<file path="src/rtl/instr_encoder_loader.sv">
// Packs decoded instruction fields into 32-bit words, buffers them in a small FIFO
// and writes them to consecutive instruction-memory addresses.
//
// state | meaning
// IDLE  | waiting for start
// LOAD  | accepting instruction beats and draining the FIFO
// FLUSH | last beat seen, draining remaining FIFO words
// DONE  | one-cycle completion pulse
module instr_encoder_loader #(
  parameter int ADDR_W = 8,
  parameter int DEPTH  = 4
) (
  input  logic              clk,
  input  logic              rst_n,
  input  logic              start,
  input  logic [ADDR_W-1:0] start_addr,
  input  logic              in_valid,
  output logic              in_ready,
  input  logic              in_last,
  input  logic [5:0]        in_opcode,
  input  logic [4:0]        in_rs,
  input  logic [4:0]        in_rt,
  input  logic [4:0]        in_rd,
  input  logic [4:0]        in_shamt,
  input  logic [5:0]        in_funct,
  input  logic [15:0]       in_imm,
  input  logic [25:0]       in_target,
  input  logic              imem_stall,
  output logic              imem_we,
  output logic [ADDR_W-1:0] imem_addr,
  output logic [31:0]       imem_wdata,
  output logic              busy,
  output logic              done,
  output logic              err_illegal,
  output logic [ADDR_W:0]   wr_count,
  output logic              wrapped
);

  localparam int PW = $clog2(DEPTH);

  typedef enum logic [1:0] {IDLE, LOAD, FLUSH, DONE} state_t;

  state_t            state, state_nxt;
  logic [31:0]       mem [DEPTH];
  logic [PW-1:0]     wr_ptr, rd_ptr;
  logic [PW:0]       count;
  logic [ADDR_W-1:0] addr;
  logic [31:0]       packed_word;
  logic              fifo_full, fifo_empty, legal, accept, enq, deq;

  assign fifo_full  = (count == (PW+1)'(DEPTH));
  assign fifo_empty = (count == '0);
  assign legal      = (in_opcode <= 6'd16);
  assign in_ready   = (state == LOAD) && !fifo_full;
  assign accept     = in_valid && in_ready;
  assign enq        = accept && legal;
  assign deq        = !fifo_empty && !imem_stall;
  assign busy       = (state == LOAD) || (state == FLUSH);
  assign done       = (state == DONE);

  always_comb begin
    packed_word = {in_opcode, 26'b0};
    case (in_opcode)
      6'd0:        packed_word = {in_opcode, in_rs, in_rt, in_rd, in_shamt, in_funct};
      6'd1, 6'd3:  packed_word = {in_opcode, in_target};
      6'd2:        packed_word = {in_opcode, in_rs, 21'b0};
      default:     packed_word = {in_opcode, in_rs, in_rt, in_imm};
    endcase
  end

  always_comb begin
    state_nxt = state;
    case (state)
      IDLE:    if (start) state_nxt = LOAD;
      LOAD:    if (accept && in_last) state_nxt = FLUSH;
      FLUSH:   if (fifo_empty) state_nxt = DONE;
      DONE:    state_nxt = IDLE;
      default: state_nxt = IDLE;
    endcase
  end

  // Storage array carries no reset; occupancy is tracked by count/pointers.
  always_ff @(posedge clk) begin
    if (enq) mem[wr_ptr] <= packed_word;
  end

  always_ff @(posedge clk) begin
    if (!rst_n) begin
      state       <= IDLE;
      wr_ptr      <= '0;
      rd_ptr      <= '0;
      count       <= '0;
      addr        <= '0;
      imem_we     <= 1'b0;
      imem_addr   <= '0;
      imem_wdata  <= '0;
      err_illegal <= 1'b0;
      wr_count    <= '0;
      wrapped     <= 1'b0;
    end else begin
      state       <= state_nxt;
      imem_we     <= deq;
      err_illegal <= accept && !legal;
      if (enq) wr_ptr <= wr_ptr + 1'b1;
      case ({enq, deq})
        2'b10:   count <= count + 1'b1;
        2'b01:   count <= count - 1'b1;
        default: count <= count;
      endcase
      if (deq) begin
        imem_addr  <= addr;
        imem_wdata <= mem[rd_ptr];
        rd_ptr     <= rd_ptr + 1'b1;
        addr       <= addr + 1'b1;
        wr_count   <= wr_count + 1'b1;
        if (&addr) wrapped <= 1'b1;
      end
      if (state == IDLE && start) begin
        addr     <= start_addr;
        wr_count <= '0;
        wrapped  <= 1'b0;
      end
    end
  end

endmodule

</file>
<file path="config.mk">
export PLATFORM = sky130hd
export DESIGN_NAME = instr_encoder_loader
export DESIGN_NICKNAME = d
export VERILOG_FILES = /design/src/rtl/instr_encoder_loader.sv
export SDC_FILE = /design/constraint.sdc
export NUM_CORES = 1
export LEC_CHECK = 0
export CAP_MARGIN = 40
export CELL_PAD_IN_SITES_DETAIL_PLACEMENT = 1
export CELL_PAD_IN_SITES_GLOBAL_PLACEMENT = 2
export CORE_UTILIZATION = 38
export CTS_CLUSTER_DIAMETER = 30
export CTS_CLUSTER_SIZE = 28
export DETAILED_ROUTE_END_ITERATION = 16
export GPL_ROUTABILITY_DRIVEN = 0
export PLACE_DENSITY = 0.88
export SYNTH_ARGS = -nofsm -noshare
export SYNTH_HDL_FRONTEND = slang
export SYNTH_SLANG_ARGS = --single-unit
</file>
<file path="constraint.sdc">
create_clock -name clk -period 6.65 [get_ports clk]
set_input_delay 0.9975 -clock clk [delete_from_list [all_inputs] [get_ports clk]]
set_output_delay 0.9975 -clock clk [all_outputs]
set_load 0.01 [all_outputs]
</file>
=== After elaboration in Yosys (flattened, before gate mapping) ===
Memory sizes are Yosys's and may differ from the RTL's. A register that Yosys moved wholly into a read port is not among the register bits.
Cells that the tools add are included.

* Register bits after elaboration: 37
* Latch bits: 0
* RAM bits: 128
* ROM bits: 0
* Bits of input ports: 88
* Output and inout bits: 55
* Word-level logic and storage cells: 63
* Memories: 1

{| class="wikitable"
|+ Memories
! memory !! depth !! bits a word !! rd ports !! clocked after Yosys merged registers in !! write ports !! RTL line !! RTL
|-
| mem || 4 || 32 || 1 || 1 || 1 || 44 || <nowiki>logic [31:0] mem [DEPTH];</nowiki>
|}

* $add $sub $neg: 6
* $mul: 0
* Div/mod/pow operators: 0
* Order comparisons: 1
* Equality and inequality tests: 12
* Shifts and indexed selects: 0
* Multiplexer cells: 10
* Bitwise gates (word level): 1
* Reduce and logical (&&, ||, !) cells: 22

{| class="wikitable"
|+ Operators by type and width
! operator !! count
|-
| 26-bit one-hot mux with 3 select lines || 1
|-
| 8-bit two-way mux || 2
|-
| 6-bit by 2-bit == test with 1-bit output (second input constant) || 2
|-
| 9-bit by 1-bit adder with 9-bit output (second input constant) || 1
|-
| 9-bit AND reduction || 1
|-
| 8-bit by 1-bit adder with 8-bit output (second input constant) || 1
|-
| 2-bit one-hot mux with 4 select lines || 1
|-
| 1-bit logical AND || 7
|-
| 2-bit == test (second input constant) || 3
|-
| 6-bit by 1-bit == test with 1-bit output (second input constant) || 1
|-
| 6-bit by 5-bit less-or-equal comparator with 1-bit output (second input constant) || 1
|-
| 6-bit logical NOT || 1
|-
| 2-bit two-way mux || 3
|-
| 3-bit one-hot mux with 2 select lines || 1
|-
| 1-bit logical NOT || 5
|-
| 2-bit by 1-bit adder with 2-bit output (second input constant) || 2
|-
| 2-bit by 1-bit == test with 1-bit output (second input constant) || 2
|-
| 2-bit inequality test (second input constant) || 2
|-
| 2-bit nonzero test || 2
|-
| 2-bit OR reduction || 2
|-
| 3-bit by 1-bit adder with 3-bit output (second input constant) || 1
|-
| 3-bit == test (second input constant) || 1
|-
| 3-bit logical NOT || 1
|-
| 3-bit AND reduction || 1
|-
| other kinds (6) || 7
|}

=== Longest topological paths before layout ===
Gate-level depths: netlist of the first run.

* Depth after elaboration: 7
* Gate-level depth with buffers: 12
* Mapped depth without buffers: 11

=== Least setup slack after synthesis of the first run ===
Ideal clock, no wire load.

* Kind: input-to-reg
* Start point: in in_opcode[0]
* End point: mem mem[0][0], enable pin
* Library setup time: 0.392 ns
* Arrival: 2.774 ns
* Required time: 6.258 ns
* Setup slack: 3.484 ns
* Stages: 5
* Cell sequence: or4_1 -> a21oi_1 -> and3_1 -> buf_6 -> and2_1

* Cells in the longest elaborated chain, start to end: 4

{| class="wikitable"
|+ Ends and longest elaborated chain
! what !! RTL line !! RTL
|-
| start: declaration || 20 || <nowiki>input logic [5:0] in_opcode,</nowiki>
|-
| 6-bit by 5-bit less-or-equal comparator with 1-bit output || 53 || <nowiki>assign legal = (in_opcode <= 6'd16);</nowiki>
|-
| 1-bit logical AND || 56 || <nowiki>assign enq = accept && legal;</nowiki>
|-
| 1-bit two-way mux || 84 || <nowiki>if (enq) mem[wr_ptr] <= packed_word;</nowiki>
|-
| 1-bit two-way mux (not written as such) || 84 ||
|-
| end: declaration || 44 ||
|}

Every way passes these cells.

=== Worst setup path in the final report of the first run ===
* Start point: in imem_stall
* End point: reg count[2]

* Cells in the longest elaborated chain, start to end: 4
* Elaborated cells on any way between the ends: 6
* Those cells by class: eq/ne (2); mux (1); reduce/logical (3)

{| class="wikitable"
|+ Ends and longest elaborated chain
! what !! RTL line !! RTL
|-
| start: declaration || 28 || <nowiki>input logic imem_stall,</nowiki>
|-
| 1-bit logical NOT * || 57 || <nowiki>assign deq = !fifo_empty && !imem_stall;</nowiki>
|-
| 1-bit logical AND * || 57 ||
|-
| 2-bit by 1-bit == test with 1-bit output / 2-bit == test (equally long branches) || 105 || <nowiki>case ({enq, deq})</nowiki>
|-
| 3-bit one-hot mux with 2 select lines / 2-bit nonzero test (equally long branches) || -- ||
|-
| end signal: assignment || 106 || <nowiki>2'b10: count <= count + 1'b1;</nowiki>
|-
| end signal: assignment || 107 || <nowiki>2'b01: count <= count - 1'b1;</nowiki>
|-
| end signal: assignment || 108 || <nowiki>default: count <= count;</nowiki>
|-
| end: declaration || 46 || <nowiki>logic [PW:0] count;</nowiki>
|}

Every way passes the cells marked *; elsewhere a longest branch is shown, timed or not.
A chain may end at the register's enable or synchronous reset.

==> flow_metrics.env, run 1 <==
export IMPL_clk_pin_slew_ps=60
export IMPL_synth_top_area_share_pct=48.4
export IMPL_wl_mm=18.8
export IMPL_yosys_area_share_simple_pct=9.62
export IMPL_fillers=2041
export IMPL_drv_slew=0
export IMPL_vias=5146
export IMPL_power_internal_mw=2.17
export IMPL_die_w_um=146
export IMPL_final_cells=1002
export IMPL_finalSetupTns_ps=0
export IMPL_grt_max_degree=48
export IMPL_yosysMostFrequentCell="edfxtp_1"
export IMPL_synth_nets=688
export IMPL_worst_slack_ps=2730
export IMPL_cts_tree="built"
export IMPL_htreeDepth=4
export IMPL_use_met3_pct=3.34
export IMPL_ctsRootBufferMaster="clkbuf_16"
export IMPL_ys_seq_area_share_pct=65.9
export IMPL_max_cap_viol_count=0
export IMPL_dp_cells=969
export IMPL_drive_gt1_share_pct=10.9
export IMPL_slowest_delay_ps=730
export IMPL_worstSetupStartpointType="input pin"
export IMPL_detailedPlace_worstSlack_ps=2310
export IMPL_wire_per_inst_um=18.7
export IMPL_synth_edf_count=128
export IMPL_synthTopCellsByArea="edfxtp_1, dfxtp_1, mux4_2"
export IMPL_seq_power_share_pct=49.6
export IMPL_pwr_share_clk_pct=36.0
export IMPL_synth_xor_area_share_pct=2.10
export IMPL_gr_usage_met2_pct=32.7
export IMPL_area_delta_synth_final_pct=28.6
export IMPL_synth_top_family_by_area="multiplexers"
export IMPL_placed_area_um2=9570
export IMPL_total_power_mw=2.85
export IMPL_dieArea_um2=21500
export IMPL_place_hpwl_mm=12.9
export IMPL_synthAdderAreaFrac_pct=2.14
export IMPL_hold_buffers=0
export IMPL_rsz0062_at_grt="no"
export IMPL_clock_sinks=197
export IMPL_async_flop_share_pct=0
export IMPL_critPathCaptureType="flop"
export IMPL_clock_fmax_mhz=255
export IMPL_initial_core_util_pct=39.0
export IMPL_initialDrtViolationCount=253
export IMPL_powerDensity_nw_per_um2=279
export IMPL_first_pass_iters=5
export IMPL_drc_errors=0
export IMPL_syn_inst=587
export IMPL_leakage_nw=3.24
export IMPL_crit_path_cell_trace="clkdlybuf4s50_1, or2_2, inv_4, ha_1, inv_1, fa_1, xor2_1, or3_1, a21oi_1"
export IMPL_grt_pass1_wl_mm=29.3
export IMPL_synthTopCellsByCount="edfxtp_1, nand2_1, dfxtp_1, a21oi_1, nor2_1"
export IMPL_peakVddDrop_v=0.000161
export IMPL_final_nets=820
export IMPL_post_cts_buffers=0
export IMPL_critical_path_class="in -> reg"
export IMPL_yosys_area_top_type="edfxtp_1"
export IMPL_slowest_stage="or2_2"
export IMPL_syn_avg_cell_area_um2=13.5
export IMPL_worstPathArrival_ps=4270
export IMPL_finalCritPeriodShare_pct=58.9
export IMPL_cts_buffers=17
export IMPL_yosysWarnings=0
export IMPL_cts_resized=0
export IMPL_coreArea_um2=20400
export IMPL_min_period_ps=3920
export IMPL_ys_ff_latch=197
export IMPL_swShare_pct=23.7
export IMPL_ant_nets=0
export IMPL_grt_overflow_total=0
export IMPL_grt_met1_usage_pct=21.1
export IMPL_row_count=52
export IMPL_clock_latency_ps=430
export IMPL_antenna_found_initial=0
export IMPL_combPwrFrac_pct=14.4
export IMPL_synth_compound_area_share_pct=7.35
export IMPL_clockBufferDepth=2
export IMPL_synth_distinct_cells=47
export IMPL_cp_required_ps=7000
export IMPL_die_h_um=146
export IMPL_antenna_cells=0
export IMPL_max_slew_margin_rel_pct=40.2
export IMPL_drt_vias_per_instance=5.14
export IMPL_whs_ps=461
export IMPL_fin_area_um2=10200
export IMPL_min_delay_path_class="reg -> reg"
export IMPL_top_usage_layer="met2"
export IMPL_io_buffers=142
export IMPL_grt_usage_pct=18.0
export IMPL_p_sw_uw=673
export IMPL_muxShareOfSynthArea_pct=10.2
export IMPL_syn_area_um2=7930
export IMPL_ioPinCount=143
export IMPL_fin_skew_ps=9.24
export IMPL_worst_pin_slew_ps=897
export IMPL_grt_pass1_vias=5519
export IMPL_cp_max_fo=46
export IMPL_setup_viol=0
export IMPL_status="complete, no violations"
export IMPL_regToRegSetupSlack_ps=3370
export IMPL_post_route_util_pct=50.1
export IMPL_synth_flop_cell="edfxtp_1"
export IMPL_hold_violations=0
-- worst max-delay path, delay by kind of cell --
| kind | cells | cell delay, ps |
|---|---|---|
| adders and majority gates | 2 | 670 |
| AOI/OAI and AO/OA | 1 | 150 |
| xor gates and xnor gates | 1 | 170 |
| and+or+nand+nor | 2 | 1050 |
| buffers and inverters | 3 | 1220 |
-- layer usage --
| metal | up-vias | wire (um) |
|---|---|---|
| met4 | 0 | 394 |
| met2 | 147 | 9930 |
| met3 | 27 | 826 |
| met1 | 2561 | 7610 |
| met5 | - | 0 |
| li1 | 2411 | - |
-- flip-flops by register name, summed over array words and instances, names as in the netlist, 3 cells and up --
signal / count
mem: 128
imem_wdata: 32
wr_count: 9
addr: 8
imem_addr: 8
count: 3
-- cell families after synthesis --
kind of cell               count (synthesis)
and+or+nand+nor                          168
buffers and inverters                     48
AOI/OAI and AO/OA                        102
xor gates and xnor gates                  19
DFF                                      197
muxes                                     40
adders and majority gates                 13
-- worst paths after layout --
kind	endpoint	start	cells after the start
max	count[2]	imem_stall	9
min	imem_wdata[22]	imem_wdata[22]	2
max reg2reg	count[2]	count[0]	10
min reg2reg	imem_wdata[22]	imem_wdata[22]	2
-- power groups by stage --
stage                     Clock [mW]  Combinational [mW]  Sequential [mW]
after floorplan                    0               0.242             1.43
after global placement             0               0.393             1.44
after detailed placement           0               0.412             1.44
after CTS                       1.04               0.415             1.41
after global routing            1.08               0.449             1.42
final                           1.03               0.409             1.41
-- layout by cell type (no fill, tap or decap), types with 4 or more instances in the layout --
cell             Yosys  final
nor2_1              37     37
clkbuf_1            16      4
clkbuf_16            0     18
clkdlybuf4s50_1      0    142
ha_1                12     12
inv_1               10      9
nand3_1              4      4
and2_2               0      4
mux4_2              32     32
a22oi_1             16     16
nand2_1             95     95
edfxtp_1           128    128
buf_4                2      6
a22o_1               5      5
xnor2_1             17     17
o21ai_0              8      8
a21oi_1             66     66
mux2_1               5      5
dfxtp_1             69     67
nor3b_1              5      5
-- final cells by class --
type / instances / area, um^2 / area share [%]
sequential: 197 / 5230 / 51.3
clock inverter: 7 / 91.3 / 0.895
timing repair buffer: 149 / 1490 / 14.6
multi-input combinational: 342 / 2490 / 24.5
inverter: 12 / 47.5 / 0.466
tap: 270 / 338 / 3.31
clock buffer: 25 / 507 / 4.97
Power figures use the tool's default switching activity.
==> inputs of run 2 (changes only) <==
--- a/config.mk
+++ b/config.mk
@@ -8,12 +8,12 @@
 export CAP_MARGIN = 40
 export CELL_PAD_IN_SITES_DETAIL_PLACEMENT = 1
 export CELL_PAD_IN_SITES_GLOBAL_PLACEMENT = 2
-export CORE_UTILIZATION = 38
+export CORE_UTILIZATION = 32
 export CTS_CLUSTER_DIAMETER = 30
 export CTS_CLUSTER_SIZE = 28
 export DETAILED_ROUTE_END_ITERATION = 16
 export GPL_ROUTABILITY_DRIVEN = 0
-export PLACE_DENSITY = 0.88
+export PLACE_DENSITY = 0.79
 export SYNTH_ARGS = -nofsm -noshare
 export SYNTH_HDL_FRONTEND = slang
 export SYNTH_SLANG_ARGS = --single-unit
==> constraint.sdc (replaced) <==
create_clock -name clk -period 3.6 [get_ports clk]
set_input_delay 0.54 -clock clk [delete_from_list [all_inputs] [get_ports clk]]
set_output_delay 0.54 -clock clk [all_outputs]
set_load 0.01 [all_outputs]
==> flow_metrics.env, run 2 (synthesized netlist as in run 1, its figures left out) <==
export IMPL_drv_slew=0
export IMPL_path_buf_inv=3
export IMPL_worstSetupStartpointType="input pin"
export IMPL_r2r_cells=10
export IMPL_initial_core_util_pct=32.6
export IMPL_grt_max_degree=46
export IMPL_place_hpwl_mm=13.6
export IMPL_peakVddDrop_v=0.000274
export IMPL_r2r_end="count[2]"
export IMPL_max_slew_margin_rel_pct=63.0
export IMPL_finalSetupTns_ps=0
export IMPL_wire_per_inst_um=17.8
export IMPL_cts_resized=0
export IMPL_area_delta_synth_final_pct=30.9
export IMPL_htreeDepth=4
export IMPL_leakage_nw=3.32
export IMPL_drive_gt1_share_pct=12.8
export IMPL_grt_overflow_total=0
export IMPL_crit_path_cell_trace="clkdlybuf4s50_1, or4_1, a21oi_1, and3_1, inv_2, ha_1, inv_1, fa_1, xor2_1, or3_1, a21oi_1"
export IMPL_min_delay_path_class="reg -> reg"
export IMPL_slowest_stage="or4_1"
export IMPL_cp_top_family="simple AND/OR/NAND/NOR gates"
export IMPL_r2r_start="count[0]"
export IMPL_clk_pin_slew_ps=60
export IMPL_ant_nets=0
export IMPL_cp_num_cells=11
export IMPL_critPathCaptureType="flop"
export IMPL_grt_pass1_wl_mm=30.0
export IMPL_row_count=57
export IMPL_worst_pin_slew_ps=554
export IMPL_drc_errors=0
export IMPL_cts_tree="built"
export IMPL_drt_vias_per_instance=4.81
export IMPL_setup_viol=0
export IMPL_fin_skew_ps=12.1
export IMPL_io_buffers=142
export IMPL_placed_area_um2=9780
export IMPL_endpoint="count[2]"
export IMPL_setup_worst_path_start="in_opcode[0]"
export IMPL_fillers=2532
export IMPL_vias=5138
export IMPL_largest_reg_flops=128
export IMPL_status="complete, no violations"
export IMPL_hold_violations=0
export IMPL_reg_top3="mem: 128 flops, imem_wdata: 32 flops, wr_count: 9 flops"
export IMPL_final_nets=833
export IMPL_min_period_ps=2920
export IMPL_hold_buffers=0
export IMPL_initialDrtViolationCount=319
export IMPL_wl_mm=19.0
export IMPL_layout_common_cells="clkdlybuf4s50_1, edfxtp_1, nand2_1"
export IMPL_antenna_cells=0
export IMPL_cts_buffers=17
export IMPL_antenna_found_initial=0
export IMPL_post_cts_buffers=0
export IMPL_powerDensity_nw_per_um2=507
export IMPL_coreArea_um2=24300
export IMPL_rsz0062_at_grt="no"
export IMPL_final_common_cell="clkdlybuf4s50_1"
export IMPL_largest_register="mem"
export IMPL_ioPinCount=143
export IMPL_slowest_delay_ps=560
export IMPL_critical_path_class="in -> reg"
export IMPL_cp_common_cell="a21oi_1"
export IMPL_cp_max_fo=7
export IMPL_max_cap_viol_count=0
export IMPL_clock_fmax_mhz=343
export IMPL_grt_pass1_vias=5578
export IMPL_grt_usage_pct=15.3
export IMPL_ctsRootBufferMaster="clkbuf_16"
export IMPL_cp_required_ps=3950
export IMPL_finalCritPeriodShare_pct=81.1
export IMPL_worstPathArrival_ps=3270
export IMPL_clock_sinks=197
export IMPL_clockBufferDepth=2
export IMPL_first_pass_iters=4
export IMPL_clock_latency_ps=430
export IMPL_dieArea_um2=25400
export IMPL_fin_area_um2=10400
export IMPL_die_h_um=159
export IMPL_die_w_um=159
export IMPL_regToRegSetupSlack_ps=1000
run 2: cell count changes in the layout (fill, tap and decap cells not counted), sizes merged:
cell      previous run  this run
bufinv               2         0
clkinv               4         3
buf                  7        20
clkinvlp             1         0
clkbuf              25        26
inv                 12        15
run 2: how the worst min path moves through the flow:
stage                        start             end  slack, ps  depth (start not counted)
floorplan                  addr[5]    imem_addr[5]        460                          2
global placement    imem_wdata[21]  imem_wdata[21]        450                          2
detailed placement  imem_wdata[22]  imem_wdata[22]        450                          2
CTS                 imem_wdata[10]  imem_wdata[10]        460                          2
global route        imem_wdata[10]  imem_wdata[10]        480                          2
finish              imem_wdata[10]  imem_wdata[10]        460                          2
run 2: routing by layer:
metal	wire [um]	GRT usage [%]
met1	8060	18.0
met4	170	3.50
met2	10000	27.9
met3	751	3.86
met5	0	0
run 2: worst register-to-register path, delay by kind of cell (launching register included):
kind / cells / cell delay, ps
and+or+nand+nor: 4 / 1190
buffers and inverters: 2 / 130
DFF: 1 / 350
AOI/OAI and AO/OA: 1 / 150
adders and majority gates: 2 / 550
xor gates and xnor gates: 1 / 160
run 2: through the flow:
| stage | worst slack (ps) | utilization, % | power, mW | hold slack, ps | cells |
|---|---|---|---|---|---|
| global placement | 332 | 40.1 | 3.40 | 447 | 1036 |
| detailed placement | 240 | 40.2 | 3.44 | 453 | 1037 |
| CTS | 691 | 42.7 | 5.32 | 463 | 1069 |
| global route | 498 | 42.7 | 5.47 | 476 | 1069 |
| finish | 682 | 42.7 | 5.26 | 458 | 1069 |
| floorplan | 892 | - | 3.08 | 457 | 587 |
run 2: power by group:
group | switching [mW] | internal (mW)
logic | 0.381 | 0.390
registers | 0.0913 | 2.51
clock network | 0.809 | 1.08
run 2: cell type report:
class / count / area (um^2) / share of cell area [%]
well taps: 324 / 405 / 3.90
clock inverters: 6 / 51.3 / 0.494
flip-flops and latches: 197 / 5230 / 50.3
repair buffers: 162 / 1600 / 15.4
inverters: 12 / 47.5 / 0.458
clock buffers: 26 / 553 / 5.33
multi-input cells: 342 / 2490 / 24.0
